===== config.mk =====
export PLATFORM = sky130hd
export DESIGN_NAME = mem_data_mask_flat
export DESIGN_NICKNAME = d
export VERILOG_FILES = /design/src/rtl/mem_data_mask_if.sv /design/src/rtl/mem_data_mask.sv /design/src/flat_wrapper.sv
export SDC_FILE = /design/constraint.sdc
export NUM_CORES = 1
export LEC_CHECK = 0
export ABC_AREA = 1
export CAP_MARGIN = 5
export CORE_MARGIN = 4
export CORE_UTILIZATION = 33
export DETAILED_ROUTE_END_ITERATION = 6
export GPL_ROUTABILITY_DRIVEN = 1
export PLACE_DENSITY = 0.81
export SLEW_MARGIN = 20
export SYNTH_ARGS = -nofsm -noshare
export SYNTH_HDL_FRONTEND = slang
export SYNTH_SLANG_ARGS = --single-unit

===== constraint.sdc =====
create_clock -name vclk -period 1.4
set_clock_uncertainty 0.15 [all_clocks]
set_input_delay 0.28 -clock vclk [all_inputs]
set_output_delay 0.28 -clock vclk [all_outputs]
set_load 0.01 [all_outputs]

===== src/rtl/mem_data_mask_if.sv =====
// ============================================================================
// mem_data_mask_if : load-data path bundle between the memory read port and
//                    the load extraction/extension block.
// Revision: 1.0
// ============================================================================
`default_nettype none

interface mem_data_mask_if #(
  parameter int DATA_WIDTH = 32
);
  logic [DATA_WIDTH-1:0] data_in;
  logic [2:0]            inst_func_in;
  logic [1:0]            byte_addr_in;
  logic                  valid_in;
  logic [DATA_WIDTH-1:0] data_out;
  logic                  valid_out;

  modport master (
    output data_in, inst_func_in, byte_addr_in, valid_in,
    input  data_out, valid_out
  );

  modport slave (
    input  data_in, inst_func_in, byte_addr_in, valid_in,
    output data_out, valid_out
  );
endinterface

`default_nettype wire


===== src/rtl/mem_data_mask.sv =====
// ============================================================================
// mem_data_mask : RISC-V load byte/halfword/word extraction with sign/zero
//                 extension. Define MEM_MASK_REG_OUT_EN for registered outputs.
// Revision: 1.0
// ============================================================================
`default_nettype none

module mem_data_mask #(
  parameter int DATA_WIDTH = 32
) (
  input  logic                  clk,
  input  logic                  rst,
  mem_data_mask_if.slave        bus
);

  localparam logic [2:0] C_LB  = 3'b000;
  localparam logic [2:0] C_LH  = 3'b001;
  localparam logic [2:0] C_LW  = 3'b010;
  localparam logic [2:0] C_LBU = 3'b100;
  localparam logic [2:0] C_LHU = 3'b101;

  logic [7:0]            byte_sel;
  logic [15:0]           half_sel;
  logic [DATA_WIDTH-1:0] result_d;

  always_comb begin
    byte_sel = 8'h00;
    half_sel = 16'h0000;
    result_d = '0;

    case (bus.byte_addr_in)
      2'd0:    byte_sel = bus.data_in[7:0];
      2'd1:    byte_sel = bus.data_in[15:8];
      2'd2:    byte_sel = bus.data_in[23:16];
      default: byte_sel = bus.data_in[31:24];
    endcase

    // Address 3 would straddle the word; it reuses the upper halfword.
    case (bus.byte_addr_in)
      2'd0:    half_sel = bus.data_in[15:0];
      2'd1:    half_sel = bus.data_in[23:8];
      default: half_sel = bus.data_in[31:16];
    endcase

    case (bus.inst_func_in)
      C_LB:    result_d = {{24{byte_sel[7]}}, byte_sel};
      C_LBU:   result_d = {24'h000000, byte_sel};
      C_LH:    result_d = {{16{half_sel[15]}}, half_sel};
      C_LHU:   result_d = {16'h0000, half_sel};
      C_LW:    result_d = bus.data_in;
      default: result_d = '0;
    endcase
  end

`ifdef MEM_MASK_REG_OUT_EN
  logic [DATA_WIDTH-1:0] data_q;
  logic                  valid_q;

  always_ff @(posedge clk or posedge rst) begin
    if (rst) begin
      data_q  <= '0;
      valid_q <= 1'b0;
    end else begin
      valid_q <= bus.valid_in;
      if (bus.valid_in) begin
        data_q <= result_d;
      end
    end
  end

  assign bus.data_out  = data_q;
  assign bus.valid_out = valid_q;
`else
  logic unused_clk_rst;
  assign unused_clk_rst = clk ^ rst;

  assign bus.data_out  = result_d;
  assign bus.valid_out = bus.valid_in;
`endif

endmodule

`default_nettype wire


===== src/flat_wrapper.sv =====
// flat-port wrapper written by rule: the top's interface ports become plain ports
module mem_data_mask_flat 
#(
  parameter int DATA_WIDTH = 32
)
  (clk, rst, bus_data_in, bus_inst_func_in, bus_byte_addr_in, bus_valid_in, bus_data_out, bus_valid_out);
  mem_data_mask_if #(.DATA_WIDTH(DATA_WIDTH)) bus_i ();
  input  logic clk;
  input  logic rst;
  input wire logic [$bits(bus_i.data_in)-1:0] bus_data_in;
  input wire logic [$bits(bus_i.inst_func_in)-1:0] bus_inst_func_in;
  input wire logic [$bits(bus_i.byte_addr_in)-1:0] bus_byte_addr_in;
  input wire logic [$bits(bus_i.valid_in)-1:0] bus_valid_in;
  output wire logic [$bits(bus_i.data_out)-1:0] bus_data_out;
  output wire logic [$bits(bus_i.valid_out)-1:0] bus_valid_out;
  assign bus_i.data_in = bus_data_in;
  assign bus_i.inst_func_in = bus_inst_func_in;
  assign bus_i.byte_addr_in = bus_byte_addr_in;
  assign bus_i.valid_in = bus_valid_in;
  assign bus_data_out = bus_i.data_out;
  assign bus_valid_out = bus_i.valid_out;
  mem_data_mask #(.DATA_WIDTH(DATA_WIDTH)) u_core (.clk(clk), .rst(rst), .bus(bus_i));
endmodule

* Word level (Yosys, flattened, before mapping)
Cells that the tools add are included.
Word-level totals: word-level logic and storage cells 11, bits in registers 0, memory bits (writable) 0, memory bits (read-only) 0, output and inout port bits 33, bits of input ports 40, memories 0, latch bits 0
Cells by class: reductions and logical operators 2, $lt $le $gt $ge 0, $mul 0, bitwise gates (word level) 0, equal/unequal tests 6, $add $sub $neg 0, divide/modulo/power cells 0, muxes and demuxes 3, shifts and indexed selects 0
Operators by type and width (number):
- $pmux W32 S5 | 1
- $pmux W16 S2 | 1
- $pmux W8 S3 | 1
- $eq A3 B3 Y1 const B | 2
- $eq A3 B1 Y1 const B | 1
- $eq A3 B2 Y1 const B | 1
- $logic_not A3 Y1 | 1
- $eq A2 B1 Y1 const B | 1
- $eq A2 B2 Y1 const B | 1
- $logic_not A2 Y1 | 1

* Depth between registers and ports, before layout
Gate-level depths: netlist of the first run.
word-level depth 3, mapped depth 8, mapped depth without buffers 7

* Least setup slack after synthesis of the first run
No wires, ideal clock.
path type input port to output port, start input bus_inst_func_in[1], end output bus_data_out[16], slack -0.106 ns, data required time 0.970 ns, path buffers 1, stages on the path 6, arrival time 1.076 ns, cell sequence inv_2 > nand2_1 > nor2_1 > nand4_2 > buf_6 > nand3_1
On the way: word-level cells in the longest chain between the ends 2, elaborated cells on any way between the ends 6, those cells by class eq/ne: 4; mux: 1; reduce/logical: 1
RTL lines:
- start, declared | RTL line flat_wrapper.sv:11 | input wire logic [$bits(bus_i.inst_func_in)-1:0] bus_inst_func_in;
- $eq A3 B2 Y1 (tied with other cells) | RTL line mem_data_mask.sv:45 | case (bus.inst_func_in)
- $pmux W32 S5 (*) | RTL line mem_data_mask.sv:45
- end, declared | RTL line flat_wrapper.sv:14 | output wire logic [$bits(bus_i.data_out)-1:0] bus_data_out;
Every way passes the cells marked *; elsewhere a longest branch is shown, timed or not.

* Worst setup path in the final report of the first run
start input bus_byte_addr_in[1], end output bus_data_out[9]
On the way: word-level cells in the longest chain between the ends 3, elaborated cells on any way between the ends 6, those cells by class eq/ne: 2; mux: 3; reduce/logical: 1
RTL lines:
- start, declared | RTL line flat_wrapper.sv:12 | input wire logic [$bits(bus_i.byte_addr_in)-1:0] bus_byte_addr_in;
- $eq A2 B2 Y1 (tied with other cells) | RTL line mem_data_mask.sv:31 | case (bus.byte_addr_in)
- $pmux W8 S3 or $pmux W16 S2 (tied branches) | RTL line mem_data_mask.sv:31, mem_data_mask.sv:39
- $pmux W32 S5 (*) | RTL line mem_data_mask.sv:45
Marks and branches as above.

==> results, run 1 <==
- The flow ran to the end, but the final reports show violations.
- The final reports fail on setup timing.
- Routability-driven placement finished with a final weighted congestion of 0.9337.
- Dividing the synthesized area by the synthesized cell count gives 4.528 µm².
- In the final routed layout, each cell accounts on average for about 15 µm.
- The setup path with the least slack is of type in -> out.
- The count of buffers inserted at the top-level ports is 69.
- The largest fanout of any net on the critical path is 7.
- The first-pass detailed-route iteration total is 4.
- Summed over its instances, the top area cell type makes up 36.12% of the synthesized netlist area.
- The worst pin sits at a relative slew slack of 80.59%.
- After detailed routing, the number of vias per cell comes to between 5 and 6.
- Setup repair after global routing could not meet its margin everywhere.
- The sequential cell count of the final layout is 0.
- The final critical delay including setup and external delays is about 1.8 ns.
- The capturing element type of the critical path is an output pin.
- Across every metal layer, demand over resource in global routing totals approximately a quarter.
- OpenSTA, run right after detailed placement, puts the worst setup slack at -1.180 ns.
- By area the synthesized netlist is led by sky130_fd_sc_hd__nand2_1 (36%), sky130_fd_sc_hd__nand3_1 (24%), sky130_fd_sc_hd__inv_1 (11%).
- The initial antenna violation count is 0.
- The footprint of the flip-flops and latches is 0 µm².
- At the pin with the least slew margin, the transition time is 0.2898 ns.
- The first global-routing pass estimated 8.217 mm of wire.
- Synthesis produced a netlist with a net count of around 260.
- After clock tree synthesis, the flow added hold-fix buffers numbering 0.
- After the last flow step, the layout net total stands at about 360.
- Summed over all instances, the cell type with the most area after synthesis is sky130_fd_sc_hd__nand2_1.
- Along the worst hold path, the cell count comes to 0.
- Of the synthesized area, sequential elements account for 0%.
- In the final layout, the share of cells above drive strength 1 is 45.45%.
- Synthesis produced a netlist whose cell count is roughly 220.
- The commonest cells after synthesis are sky130_fd_sc_hd__nand2_1 (95), sky130_fd_sc_hd__nand3_1 (47), sky130_fd_sc_hd__inv_1 (30).
- The max-cap check violation count is 0.
- The number of slew-limit violations in the final report is 0.
- The maximum number of pins on one net before global-route repair is 11.
- Across the VDD grid, the largest voltage drop is approximately 0.19 mV.
- For this run, design rule violations remaining after detail routing come to 0.
- The final number of hold-violating endpoints is 0.
- The final critical-path setup slack is -0.3769 ns.
- In this run the horizontal extent of the chip is roughly 63 µm.
- Setup violations remaining at the end of the flow were counted as 32.
- The repair_antennas step left the layout with diodes totalling 0.
- Once the floorplan was initialized, standard cells occupied about a third of the core.
- The via count of the first global-routing pass was 1,778.
- The overall die height is approximately 63 µm.
- The share of the cycle needed by the critical path after routing is 126.9%.
- The number of clock buffers in the layout is 0.
- Yosys printed 0 warnings.
- The area inside the core boundary is approximately 2800 µm².
- The maximum achievable frequency is around 0.56 GHz.
- The class of the worst hold path is in -> out.
- The destination of the worst hold path is bus_valid_out.
- The routed wire length is between 5 and 6 mm.
- The required time of the worst setup path is 0.97 ns.
- 73 I/O pins were placed.
- The worst hold path begins at bus_valid_in.
- The first routing iteration left between 100 and 150 violations.
- The most common cell in the synthesized netlist is sky130_fd_sc_hd__nand2_1.
- The synthesized netlist contains 21 unique library cells.
- The launching element type of the critical path is an input port.
- The leftover overflow at the end of global routing is 0.
- The count of nets left with antenna violations after detail routing is 0.
- After synthesis the cells add up to 987.2 µm².
- The data arrival time of the worst path is between 1 and 1.5 ns.
- Hold timing on the final database bottoms out at a slack of around 0.4 ns.
- The number of rows in the core area is 19.
- The power density over the cells is 321.1 nW/µm².
- The number of vias after detailed routing is 1,849.
- The layout overhead on the synthesized area is 136.1%.
- The HPWL after detailed placement is about 3.6 mm.
- The overall die area is ~3900 µm².
- The static power due to leakage is 1.398 nW.
-- power breakdown --
| group | total, mW | switching [mW] | internal, mW |
|---|---|---|---|
| clock network | 0 | 0 | 0 |
| logic | 0.749 | 0.365 | 0.383 |
| registers | 0 | 0 | 0 |
| total | 0.749 | 0.365 | 0.383 |
-- critical path, stage by stage --
cell                      delay [ns]
sky130_fd_sc_hd__buf_8          0.10
sky130_fd_sc_hd__buf_6          0.11
sky130_fd_sc_hd__nor2_4         0.16
sky130_fd_sc_hd__nand2_2        0.08
sky130_fd_sc_hd__nand3_2        0.09
sky130_fd_sc_hd__nand3_4        0.15
sky130_fd_sc_hd__buf_16         0.20
sky130_fd_sc_hd__nand3_4        0.06
sky130_fd_sc_hd__buf_6          0.10
-- logic make-up (layout without fill, tap and decap cells) --
family | Yosys count | count (layout) | share of synthesized area, %
AND/OR/NAND/NOR | 165 | 165 | 74.27
buffers and inverters | 44 | 145 | 20.28
AO/OA/AOI/OAI | 9 | 9 | 5.450
-- stage by stage --
step           utilization (%)  instances  setup TNS, ns  instance area, µm²  power (mW)
2_1_floorplan                -        218       -0.03700                1221      0.3082
3_3_place_gp             75.65        340         -35.93                2122      0.6776
3_5_place_dp             75.65        340         -36.59                2122      0.6864
4_1_cts                  79.44        347         -9.892                2228      0.7042
5_1_grt                  83.10        350         -12.83                2331      0.8069
6_report                 83.10        350         -11.07                2331      0.7486
-- what timing repair did --
action / CTS / global route
gates cloned: 4 / 0
resized for setup: 238 / 27
buffers inserted: 4 / 4
pin swaps: 10 / 15
endpoints found under the setup margin: 32 / 32
-- cell usage in the layout, fill, tap and decap left out, drive strengths merged --
master	instances
a21oi	2
buf	81
clkdlybuf4s15	1
clkdlybuf4s50	6
dlygate4sd2	24
dlymetal6s2s	1
inv	32
nand2	95
nand3	49
nand3b	4
nand4	2
nor2	14
nor3	1
o211ai	3
o21ai	3
o22ai	1
-- final cells by class --
cell class	count	area, µm²
fill	202	474.2
inverter	32	125.1
multi-input combinational	174	1095
tap	31	38.79
timing repair buffer	113	1072
-- per-layer routing --
metal,GRT usage (%),routed length [µm],vias up
li1,-,-,894
met4,5.234,78,0
met1,28.95,2028,849
met3,5.216,414,10
met2,45.54,2666,96
met5,0,0,-
-- worst max path at each step --
stage                        startpoint               end  slack [ns]
floorplan           bus_byte_addr_in[0]  bus_data_out[10]      -0.004
global placement    bus_byte_addr_in[0]  bus_data_out[12]       -1.18
detailed placement  bus_byte_addr_in[1]  bus_data_out[30]       -1.18
CTS                 bus_byte_addr_in[1]  bus_data_out[20]       -0.35
global route        bus_byte_addr_in[1]  bus_data_out[22]       -0.43
finish              bus_byte_addr_in[1]   bus_data_out[9]       -0.38
(Power assumes the default switching activity.)
==> inputs of run 2 (changes only) <==
--- a/config.mk
+++ b/config.mk
@@ -8,10 +8,10 @@
 export ABC_AREA = 1
 export CAP_MARGIN = 5
 export CORE_MARGIN = 4
-export CORE_UTILIZATION = 33
+export CORE_UTILIZATION = 36
 export DETAILED_ROUTE_END_ITERATION = 6
 export GPL_ROUTABILITY_DRIVEN = 1
-export PLACE_DENSITY = 0.81
+export PLACE_DENSITY = 0.84
 export SLEW_MARGIN = 20
 export SYNTH_ARGS = -nofsm -noshare
 export SYNTH_HDL_FRONTEND = slang
==> constraint.sdc (replaced) <==
create_clock -name vclk -period 1.7
set_clock_uncertainty 0.15 [all_clocks]
set_input_delay 0.34 -clock vclk [all_inputs]
set_output_delay 0.34 -clock vclk [all_outputs]
set_load 0.01 [all_outputs]
==> results, run 2 (synthesized netlist as in run 1, its figures left out) <==
- The run finished, with violations left.
- The checks that failed: setup timing.
- The headroom to the max-slew limit is 81.26% (+0.67 points).
- The weighted congestion at the end of routability-driven global placement is 0.9267 (-0.75%).
- The overall die area is 3644 µm² (-7.3%).
- The power share of the clock group is 0% (unchanged).
- The total placed instance area came to 1883 µm² (-11%).
- The layout overhead on the synthesized area is 137.8%.
- The footprint of the flip-flops and latches is 0 µm² (unchanged).
- The number of cells traversed by the worst hold path is 0 (unchanged).
- The hold slack was 0.5300 ns (+0.1200 ns).
- The final instance area is 2347 µm² (+0.70%).
- The initial standard-cell utilization of the core is 38.79% (+3.6 points).
- The data arrival time of the worst path came to 1.50 ns (+0.15 ns).
- The maximum number of pins on one net before global-route repair is 15 (+4).
- The total instance count after detailed placement is 338 (-0.59%).
- The initial antenna violation count is 0 (unchanged).
- The class of the worst hold path is in -> out.
- The count of nets left with antenna violations after detail routing is 0 (unchanged).
- The final core utilization was 92.23% (+9.1 points).
- The setup violation total in the final timing report came to 32 (unchanged).
- The sum of negative setup slack is -5.041 ns (+6.025 ns).
- The share of power burned in combinational logic is 100.0% (about the same).
- The area inside the core boundary is 2545 µm² (-9.3%).
- The number of clock buffers in the layout was 0 (unchanged).
- The antenna diode instance count came to 0 (unchanged).
- The overall die height is 60.37 µm (-3.7%).
- The internal power summed over all cells is 0.3203 mW (-16%).
- The share of layout cells above drive strength 1 is 44.72% (-0.73 points).
- The net load switching power is 0.3763 mW (+3.0%).
- The mean number of vias per cell is 6.545 (+24%).
- Leaving out fill and tap cells, the most frequent cell in the layout is sky130_fd_sc_hd__nand2_1.
- The sequential cell count of the final layout came to 0 (unchanged).
- The count of nets after finishing is 364 (+0.83%).
- The setup slack at placement is -1.026 ns (+0.1534 ns).
- The number of slew-limit violations in the final report was 0 (unchanged).
- After layout, the worst path uses 117.2% of the clock period.
- The power density over the cells is 296.7 nW/µm² (-7.6%).
- The worst path in the final design needs a cycle of between 1.5 and 2 ns, including I/O delays and setup.
- The total design power is 0.6965 mW (-7.0%).
- The global-route usage over all layers is 35.77% (+11 points).
- The HPWL after detailed placement is 3.230 mm (-10%).
- The boundary pin count is 73 (unchanged).
- The number of vias after detailed routing was 2,304 (+25%).
- The required time of the worst setup path is 1.21 ns (+0.24 ns).
- The switching share of power came to 54.02% (+5.2 points).
- The capturing element type of the critical path is an output pin.
- The overall die width is 60.37 µm (-3.7%).
- The worst setup path is launched from an input port.
- The number of rows in the core area is 18 (-1).
- The pin slew with the least headroom to its limit was 0.2799 ns (-0.009953 ns).
- The largest vdd supply drop is 0.2739 mV (+42%).
- The largest fanout of any net on the critical path is 14 (+7).
- The global-route wire length before repair is 9.963 mm (+21%).
- The leftover overflow at the end of global routing was 0 (unchanged).
- The destination of the worst hold path is bus_valid_out.
- The final critical-path setup slack is -0.2917 ns (+0.08522 ns).
- The setup path with the least slack is of type in -> out.
- Setup repair after global routing could not meet its margin everywhere.
- The count of buffers inserted at the top-level ports was 69 (unchanged).
- The post-route non-filler standard cell count is 352 (+0.57%).
- The DRC violation total after the first TritonRoute iteration is 445 (+270%).
- The static power due to leakage is 1.412 nW (+1.0%).
- The sequential fraction of design power is 0% (unchanged).
- For this run, the top clock speed supported by timing is between 0.5 and 0.6 GHz.
- The routed wire length is 8.250 mm (+59%).
- The DRC violation count after routing is 0 (unchanged).
- The top cell types in the final layout, fill and taps aside, are sky130_fd_sc_hd__nand2_1 (83), sky130_fd_sc_hd__buf_6 (44), sky130_fd_sc_hd__nand3_2 (28), sky130_fd_sc_hd__dlygate4sd2_1 (28), sky130_fd_sc_hd__buf_4 (28).
- The routed length per placed instance came to 23.44 µm (+58%).
- The via count of the first global-routing pass is 2,015 (+13%).
- The first-pass detailed-route iteration total came to 7 (+3).
- The start point of the worst hold path is bus_valid_in.
- The max-cap check violation count was 0 (unchanged).
- The final number of hold-violating endpoints is 0 (unchanged).
## run 2: cell count changes in the layout (fill, tap and decap cells not counted), moves of 2 or more
cell,change
sky130_fd_sc_hd__nand3_2,+12
sky130_fd_sc_hd__inv_2,-7
sky130_fd_sc_hd__clkdlybuf4s50_1,-6
sky130_fd_sc_hd__nand2_1,+6
sky130_fd_sc_hd__nand2_2,-6
sky130_fd_sc_hd__nand3_1,-6
sky130_fd_sc_hd__buf_6,+5
sky130_fd_sc_hd__inv_1,+5
sky130_fd_sc_hd__buf_2,-4
sky130_fd_sc_hd__dlygate4sd2_1,+4
sky130_fd_sc_hd__nand3_4,-3
sky130_fd_sc_hd__nor2_2,-2
## run 2: worst max path at each step
stage | startpoint | endpoint | slack, ns
final | bus_byte_addr_in[1] | bus_data_out[12] | -0.29
after global routing | bus_byte_addr_in[1] | bus_data_out[7] | -0.32
after CTS | bus_byte_addr_in[0] | bus_data_out[15] | -0.06
after detailed placement | bus_byte_addr_in[0] | bus_data_out[10] | -1.03
after global placement | bus_byte_addr_in[1] | bus_data_out[16] | -0.97
after floorplan | bus_inst_func_in[1] | bus_data_out[16] | 0.07
## run 2: power by group through the flow
| stage | sequential, mW | combinational (mW) | clock, mW |
|---|---|---|---|
| after global routing | 0 | 0.723 | 0 |
| after CTS | 0 | 0.583 | 0 |
| after detailed placement | 0 | 0.513 | 0 |
| after floorplan | 0 | 0.207 | 0 |
| final | 0 | 0.697 | 0 |
| after global placement | 0 | 0.509 | 0 |
## run 2: critical path: stages
cell and delay, ns:
sky130_fd_sc_hd__buf_12 0.12, sky130_fd_sc_hd__nor2_4 0.19, sky130_fd_sc_hd__buf_8 0.19, sky130_fd_sc_hd__nand2_1 0.08
sky130_fd_sc_hd__o21ai_0 0.11, sky130_fd_sc_hd__nor2_1 0.10, sky130_fd_sc_hd__nor2_1 0.17, sky130_fd_sc_hd__nand2_2 0.08
sky130_fd_sc_hd__buf_6 0.12
## run 2: layout make-up
| class | instances | area (µm²) |
|---|---|---|
| multi-input cells | 177 | 1110 |
| repair buffers | 113 | 1067 |
| fillers | 102 | 197.7 |
| inverters | 32 | 132.6 |
| well taps | 30 | 37.54 |
## run 2: timing repair
action	4_1_cts	5_1_grt
pin swaps	32	20
hold buffers	0	0
gates cloned	5	0
gates resized for setup	300	22
buffers inserted	7	2
endpoints found under the setup margin	32	32
## run 2: layer usage
layer / global-route usage [%] / vias up / wire length (µm)
met1: 43.62 / 1005 / 2703
met4: 18.67 / 0 / 791
met5: 0 / - / 0
li1: - / 906 / -
met2: 59.41 / 294 / 3460
met3: 6.809 / 99 / 1294
